File: config.mk
export PLATFORM = sky130hd
export DESIGN_NAME = ctrl_sequencer
export DESIGN_NICKNAME = d
export VERILOG_FILES = /design/src/rtl/ctrl_pkg.sv /design/src/rtl/ctrl_decode.sv /design/src/rtl/ctrl_sequencer.sv
export SDC_FILE = /design/constraint.sdc
export NUM_CORES = 1
export LEC_CHECK = 0
export CAP_MARGIN = 5
export CORE_MARGIN = 10
export CORE_UTILIZATION = 46
export DETAILED_ROUTE_END_ITERATION = 10
export HOLD_SLACK_MARGIN = 0.02
export PLACE_DENSITY = 0.82
export SKIP_LAST_GASP = 1
export SLEW_MARGIN = 20
export SYNTH_ARGS = -nofsm -noshare
export SYNTH_HDL_FRONTEND = slang
export SYNTH_SLANG_ARGS = --single-unit
File: constraint.sdc
create_clock -name clk -period 3.46 [get_ports clk]
set_clock_uncertainty 0.05 [all_clocks]
set_input_delay 1.038 -clock clk [delete_from_list [all_inputs] [get_ports clk]]
set_output_delay 1.038 -clock clk [all_outputs]
set_load 0.05 [all_outputs]
File: src/rtl/ctrl_pkg.sv
// Shared types, opcode map and the pure single-cycle decode used by ctrl_sequencer.
// Opcodes are compared at a fixed 8-bit width so the decode stays independent of OPC_W.
package ctrl_pkg;

  localparam int OPC_EXT_W = 8;

  localparam logic [OPC_EXT_W-1:0] OPC_NOP   = 8'd0;
  localparam logic [OPC_EXT_W-1:0] OPC_ADD   = 8'd1;
  localparam logic [OPC_EXT_W-1:0] OPC_ADDI  = 8'd2;
  localparam logic [OPC_EXT_W-1:0] OPC_LOAD  = 8'd3;
  localparam logic [OPC_EXT_W-1:0] OPC_STORE = 8'd4;
  localparam logic [OPC_EXT_W-1:0] OPC_BEQ   = 8'd5;
  localparam logic [OPC_EXT_W-1:0] OPC_OUT   = 8'd6;
  localparam logic [OPC_EXT_W-1:0] OPC_IN    = 8'd7;
  localparam logic [OPC_EXT_W-1:0] OPC_PUSH  = 8'd8;
  localparam logic [OPC_EXT_W-1:0] OPC_CALL  = 8'd9;
  localparam logic [OPC_EXT_W-1:0] OPC_RET   = 8'd10;
  localparam logic [OPC_EXT_W-1:0] OPC_POP   = 8'd11;
  localparam logic [OPC_EXT_W-1:0] OPC_RETI  = 8'd14;

  typedef enum logic [2:0] {
    IDLE,
    PUSH_PC,
    PUSH_FLG,
    POP_FLG,
    POP_PC,
    LOAD_PC
  } seq_state_t;

  typedef struct packed {
    logic alu_src;
    logic reg_write;
    logic memr;
    logic memw;
    logic mtr;
    logic branch;
    logic out;
    logic in;
    logic pushpop;
    logic spop;
  } ctrl_t;

  function automatic ctrl_t decode_op(input logic [OPC_EXT_W-1:0] opc);
    ctrl_t c;
    c = '0;
    case (opc)
      OPC_ADD:   c.reg_write = 1'b1;
      OPC_ADDI:  begin c.alu_src = 1'b1; c.reg_write = 1'b1; end
      OPC_LOAD:  begin c.alu_src = 1'b1; c.reg_write = 1'b1; c.memr = 1'b1; c.mtr = 1'b1; end
      OPC_STORE: begin c.alu_src = 1'b1; c.memw = 1'b1; end
      OPC_BEQ:   c.branch = 1'b1;
      OPC_OUT:   c.out = 1'b1;
      OPC_IN:    begin c.reg_write = 1'b1; c.in = 1'b1; end
      OPC_PUSH:  begin c.memw = 1'b1; c.pushpop = 1'b1; end
      OPC_POP:   begin
        c.reg_write = 1'b1; c.memr = 1'b1; c.mtr = 1'b1; c.pushpop = 1'b1; c.spop = 1'b1;
      end
      default:   c = '0;
    endcase
    return c;
  endfunction

  function automatic logic is_seq_op(input logic [OPC_EXT_W-1:0] opc);
    return (opc == OPC_CALL) || (opc == OPC_RET) || (opc == OPC_RETI);
  endfunction

endpackage

File: src/rtl/ctrl_decode.sv
// Single-cycle control decode; forced to zero while the sequencer holds the decode stage.
module ctrl_decode
  import ctrl_pkg::*;
#(
  parameter int OPC_W = 4
) (
  input  logic [OPC_W-1:0] opcode,
  input  logic             op_valid,
  input  logic             hold,
  output ctrl_t            ctrl
);

  logic [OPC_EXT_W-1:0] opc_ext;

  assign opc_ext = OPC_EXT_W'(opcode);
  assign ctrl    = (op_valid && !hold) ? decode_op(opc_ext) : '0;

endmodule

File: src/rtl/ctrl_sequencer.sv
// Multi-cycle CALL/RET/RETI/interrupt sequencer: pushes/pops the PC word by word,
// saves/restores flags and loads the PC, stalling fetch/decode meanwhile.
module ctrl_sequencer
  import ctrl_pkg::*;
#(
  parameter  int OPC_W  = 4,
  parameter  int PC_W   = 32,
  parameter  int MEM_W  = 16,
  localparam int NWORDS = PC_W / MEM_W,
  localparam int WS_W   = (NWORDS > 1) ? $clog2(NWORDS) : 1
) (
  input  logic             clk,
  input  logic             rst_n,
  input  logic [OPC_W-1:0] opcode,
  input  logic             op_valid,
  input  logic             interrupt,
  output ctrl_t            ctrl,
  output logic             stall,
  output logic             seq_memw,
  output logic             seq_memr,
  output logic             sp_dec,
  output logic             sp_inc,
  output logic [WS_W-1:0]  word_sel,
  output logic             pc_load,
  output logic             pc_vec,
  output logic             flags_save,
  output logic             flags_restore,
  output logic             int_ack,
  output logic             busy
);

  localparam logic [WS_W-1:0] CNT_TOP = WS_W'(NWORDS - 1);

  seq_state_t           state_reg, state_next;
  logic [WS_W-1:0]      cnt_reg, cnt_next;
  logic                 is_int_reg, is_int_next;
  logic                 int_prev_reg, int_pend_reg, int_pend_next;
  logic [OPC_EXT_W-1:0] opc_ext;
  logic                 int_rise, int_req, seq_op, accept;
  logic                 seq_memw_reg, seq_memr_reg, pc_load_reg, pc_vec_reg;
  logic                 flags_save_reg, flags_restore_reg, busy_reg;

  assign opc_ext  = OPC_EXT_W'(opcode);
  assign int_rise = interrupt && !int_prev_reg;
  // A fresh edge counts in the same IDLE cycle so it beats a simultaneous sequencing opcode.
  assign int_req  = int_pend_reg || int_rise;
  assign seq_op   = op_valid && is_seq_op(opc_ext);
  assign accept   = (state_reg == IDLE) && (int_req || seq_op);

  assign stall         = rst_n && (busy_reg || accept);
  assign int_ack       = rst_n && (state_reg == IDLE) && int_req;
  assign seq_memw      = seq_memw_reg;
  assign sp_dec        = seq_memw_reg;
  assign seq_memr      = seq_memr_reg;
  assign sp_inc        = seq_memr_reg;
  assign word_sel      = cnt_reg;
  assign pc_load       = pc_load_reg;
  assign pc_vec        = pc_vec_reg;
  assign flags_save    = flags_save_reg;
  assign flags_restore = flags_restore_reg;
  assign busy          = busy_reg;

  ctrl_decode #(.OPC_W(OPC_W)) u_decode (
    .opcode   (opcode),
    .op_valid (op_valid),
    .hold     (stall || !rst_n),
    .ctrl     (ctrl)
  );

  always_comb begin
    state_next    = state_reg;
    cnt_next      = cnt_reg;
    is_int_next   = is_int_reg;
    int_pend_next = (state_reg == IDLE) ? 1'b0 : (int_pend_reg || int_rise);
    case (state_reg)
      IDLE: begin
        if (int_req) begin
          state_next  = PUSH_PC;
          cnt_next    = CNT_TOP;
          is_int_next = 1'b1;
        end else if (op_valid && opc_ext == OPC_CALL) begin
          state_next  = PUSH_PC;
          cnt_next    = CNT_TOP;
          is_int_next = 1'b0;
        end else if (op_valid && opc_ext == OPC_RET) begin
          state_next = POP_PC;
          cnt_next   = '0;
        end else if (op_valid && opc_ext == OPC_RETI) begin
          state_next = POP_FLG;
        end
      end
      PUSH_PC: begin
        if (cnt_reg == '0) state_next = is_int_reg ? PUSH_FLG : LOAD_PC;
        else               cnt_next   = cnt_reg - WS_W'(1);
      end
      PUSH_FLG: state_next = LOAD_PC;
      POP_FLG: begin
        state_next = POP_PC;
        cnt_next   = '0;
      end
      POP_PC: begin
        if (cnt_reg == CNT_TOP) begin
          state_next = LOAD_PC;
          cnt_next   = '0;
        end else begin
          cnt_next = cnt_reg + WS_W'(1);
        end
      end
      LOAD_PC: begin
        state_next  = IDLE;
        is_int_next = 1'b0;
      end
      default: state_next = IDLE;
    endcase
  end

  // Strobes are registered from the next state so they line up with the state they describe.
  always_ff @(posedge clk or negedge rst_n) begin
    if (!rst_n) begin
      state_reg         <= IDLE;
      cnt_reg           <= '0;
      is_int_reg        <= 1'b0;
      int_prev_reg      <= 1'b0;
      int_pend_reg      <= 1'b0;
      seq_memw_reg      <= 1'b0;
      seq_memr_reg      <= 1'b0;
      pc_load_reg       <= 1'b0;
      pc_vec_reg        <= 1'b0;
      flags_save_reg    <= 1'b0;
      flags_restore_reg <= 1'b0;
      busy_reg          <= 1'b0;
    end else begin
      state_reg         <= state_next;
      cnt_reg           <= cnt_next;
      is_int_reg        <= is_int_next;
      int_prev_reg      <= interrupt;
      int_pend_reg      <= int_pend_next;
      seq_memw_reg      <= (state_next == PUSH_PC) || (state_next == PUSH_FLG);
      seq_memr_reg      <= (state_next == POP_FLG) || (state_next == POP_PC);
      pc_load_reg       <= (state_next == LOAD_PC);
      pc_vec_reg        <= (state_reg == PUSH_FLG);
      flags_save_reg    <= (state_next == PUSH_FLG);
      flags_restore_reg <= (state_next == POP_FLG);
      busy_reg          <= (state_next != IDLE);
    end
  end

endmodule

==> flow_metrics.py <==
metrics = {
    "status": {
        "status": "complete, but fails checks",
        "failed_checks": "negative setup slack",
    },
    "setup_path": {
        "crit_required_ns": 3.57,
        "reg2reg_from": "state_reg[2]",
        "start_kind": "input port",
        "worstSetupPathType": "in -> reg",
        "startpoint": "opcode[0]",
        "crit_arrival_ns": 3.73,
        "worstPathMaxFanout": 4,
        "critPathCaptureType": "register",
    },
    "die": {
        "ios": 30,
        "die_area_um2": 4340,
        "fp.dieH_um": 65.9,
        "die_width_um": 65.9,
        "core_um2": 1980,
        "rows": 16,
        "initial_core_util_pct": 48.9,
    },
    "timing": {
        "hold_viol_final": 0,
        "setup-tns-final_ns": -1.06,
        "slew_headroom_pct": 64.9,
        "period_share_pct": 105,
        "rsz0062_at_grt": "yes",
        "worst_pin_slew_ns": 0.524,
        "setup_violations": 11,
        "fmax_ghz": 0.276,
        "slew_viol_final": 0,
        "min_period_ns": 3.62,
        "setup_slack_ns": -0.161,
    },
    "global_routing": {
        "antenna_found_initial": 0,
        "grt_start_max_net_pins": 17,
        "grt_use_total_pct": 19.0,
        "grt-ovfl-total": 0,
        "grt_pass1_vias": 1269,
        "grt_pass1_wl_mm": 6.47,
    },
    "synth": {
        "synthTopCellsByCount": "dfrtp_1, nor2_1, nor3_1",
        "yosys.area.top_type": "dfrtp_1",
        "synth.most_common_cell": "dfrtp_1",
        "synthArstFlopShare_pct": 100,
        "ys_seq_area_share_pct": 36.1,
        "synthDistinctLibCells": 44,
        "synth_cells": 99,
        "ys_seq_elements": 14,
        "synth_edf_count": 0,
        "synth_top_area_share_pct": 36.1,
        "avgSynthCellArea_um2": 9.79,
        "syn_area_um2": 970,
        "ys_warn_count": 0,
        "ys.flop_type": "dfrtp_1",
        "yosys-top-cells-area": "dfrtp_1, nor3_1, nor2_1",
        "synth_nets": 107,
    },
    "clock_tree": {
        "cts-root-buf": "clkbuf_4",
        "cts_tree": "yes",
        "cts_max_level": 1,
        "cts_hold_buf": 0,
        "clk_path_buf_depth": 2,
        "cts_inserted_buffers": 3,
        "worstSkewPairLatency_ns": 0.29,
        "path_clk_slew_ns": 0.08,
        "cts_sinks": 14,
    },
    "placed_design": {
        "port_buffers": 29,
        "dp.cells": 157,
        "dp_hpwl_mm": 2.31,
        "gp_congestion": 0.862,
    },
    "final_layout": {
        "largest_reg_flops": 3,
        "antenna_cells": 0,
        "area_growth_pct": 84.6,
        "fin_nets": 169,
        "stdcell_count": 187,
        "drive_above_1_share_pct": 54.4,
        "fillCellCount": 77,
    },
    "drt": {
        "routedWlPerCell_um": 24.0,
        "ant_nets": 0,
        "via_per_inst": 6.25,
        "drt_iter0_markers": 91,
        "drc": 0,
        "firstDrtPassIters": 4,
        "vias": 1169,
        "routed_wl_mm": 4.49,
    },
    "hold_path": {
        "hold_path.class": "reg -> reg",
        "hold_start": "word_sel",
    },
    "power": {
        "powerDensity_nw_per_um2": 700,
        "peakVddDrop_mv": 0.704,
        "p_leak_nw": 0.785,
    },
    "run": {
        "maxCapViolations": 0,
    },
}
[layout by cell type, fill, tap and decap left out, types with 2 or more instances in the layout]
| cell | instances |
|---|---|
| buf_4 | 35 |
| clkbuf_4 | 5 |
| buf_12 | 12 |
| nor3_1 | 3 |
| nor2_4 | 3 |
| mux2i_1 | 2 |
| buf_6 | 4 |
| nor4_4 | 2 |
| nor2b_4 | 3 |
| nor3_2 | 2 |
| buf_8 | 2 |
| nand2b_1 | 3 |
| buf_2 | 2 |
| a311oi_1 | 2 |
| nor3b_1 | 2 |
| clkdlybuf4s50_1 | 10 |
| nor2_1 | 7 |
| o21ai_0 | 3 |
| nand3_2 | 2 |
| inv_1 | 4 |
| a21oi_1 | 4 |
| dfrtp_1 | 14 |
| nor3_4 | 3 |
| nand2_1 | 6 |
[per-stage QoR]
step	utilization (%)	worst slack [ns]	power, mW	cell area (µm²)	hold WS [ns]
3_5_place_dp	75.4	-0.462	0.984	1490	0.564
3_3_place_gp	75.4	-0.386	0.954	1490	0.530
6_report	90.3	-0.161	1.25	1790	0.595
2_1_floorplan	-	-0.207	0.783	1050	0.488
5_1_grt	90.3	-0.193	1.30	1790	0.614
4_1_cts	87.3	-0.136	1.16	1730	0.565
[area by class of cell]
cell class / instances / area, µm² / share of cell area, %
multi-input cells: 70 / 643 / 35.9
clock buffers: 4 / 36.3 / 2.03
repair buffers: 68 / 712 / 39.8
inverters: 4 / 15.0 / 0.839
well taps: 27 / 33.8 / 1.89
flip-flops and latches: 14 / 350 / 19.6
[kinds of logic after synthesis]
logic type | share of synthesized area (%)
flops | 36.1
mux | 2.06
simple gates | 33.2
xor+xnor | 0.903
buf+inv | 10.1
compound gates | 17.7
[worst max-delay path: stages]
cell and delay, ns:
buf_6 0.10, nand4b_1 0.26, buf_4 0.20, buf_4 0.12, buf_4 0.12, buf_4 0.12
buf_4 0.12, buf_4 0.12, buf_4 0.12, buf_4 0.12, buf_4 0.13, buf_4 0.12
buf_4 0.12, buf_4 0.12, buf_4 0.13, buf_4 0.13, buf_4 0.13, nor2_4 0.10
nand3_2 0.08, a21oi_2 0.15, a311oi_1 0.06
[metal layers]
metal | share of wire, % | track usage, %
met4 | 7.3 | 12.8
met2 | 49 | 34.3
met3 | 8.3 | 6.10
met1 | 35 | 17.8
met5 | 0 | 0
[power breakdown]
part | total (mW) | switching (mW) | internal [mW] | leakage [nW]
Clock | 0.121 | 0.0571 | 0.0642 | 0.0210
Combinational | 0.800 | 0.462 | 0.337 | 0.588
Sequential | 0.332 | 0.107 | 0.225 | 0.177
[repair_timing]
action,CTS,global route
pin swaps,12,10
resized for setup,37,13
endpoints found under the setup margin,12,12
setup buffers,25,3
endpoints found under the hold margin,0,0
[worst paths after layout]
check / to / slack (ns) / cells past startpoint
max: word_sel / -0.16 / 21
min: word_sel / 0.59 / 1
max reg2reg: seq_memr / 1.37 / 5
min reg2reg: word_sel / 0.59 / 1
max in group asynchronous: int_prev_reg / 2.36 / 2
min in group asynchronous: pc_load / 0.82 / 2
No activity file was read; power rests on OpenSTA's default activity.
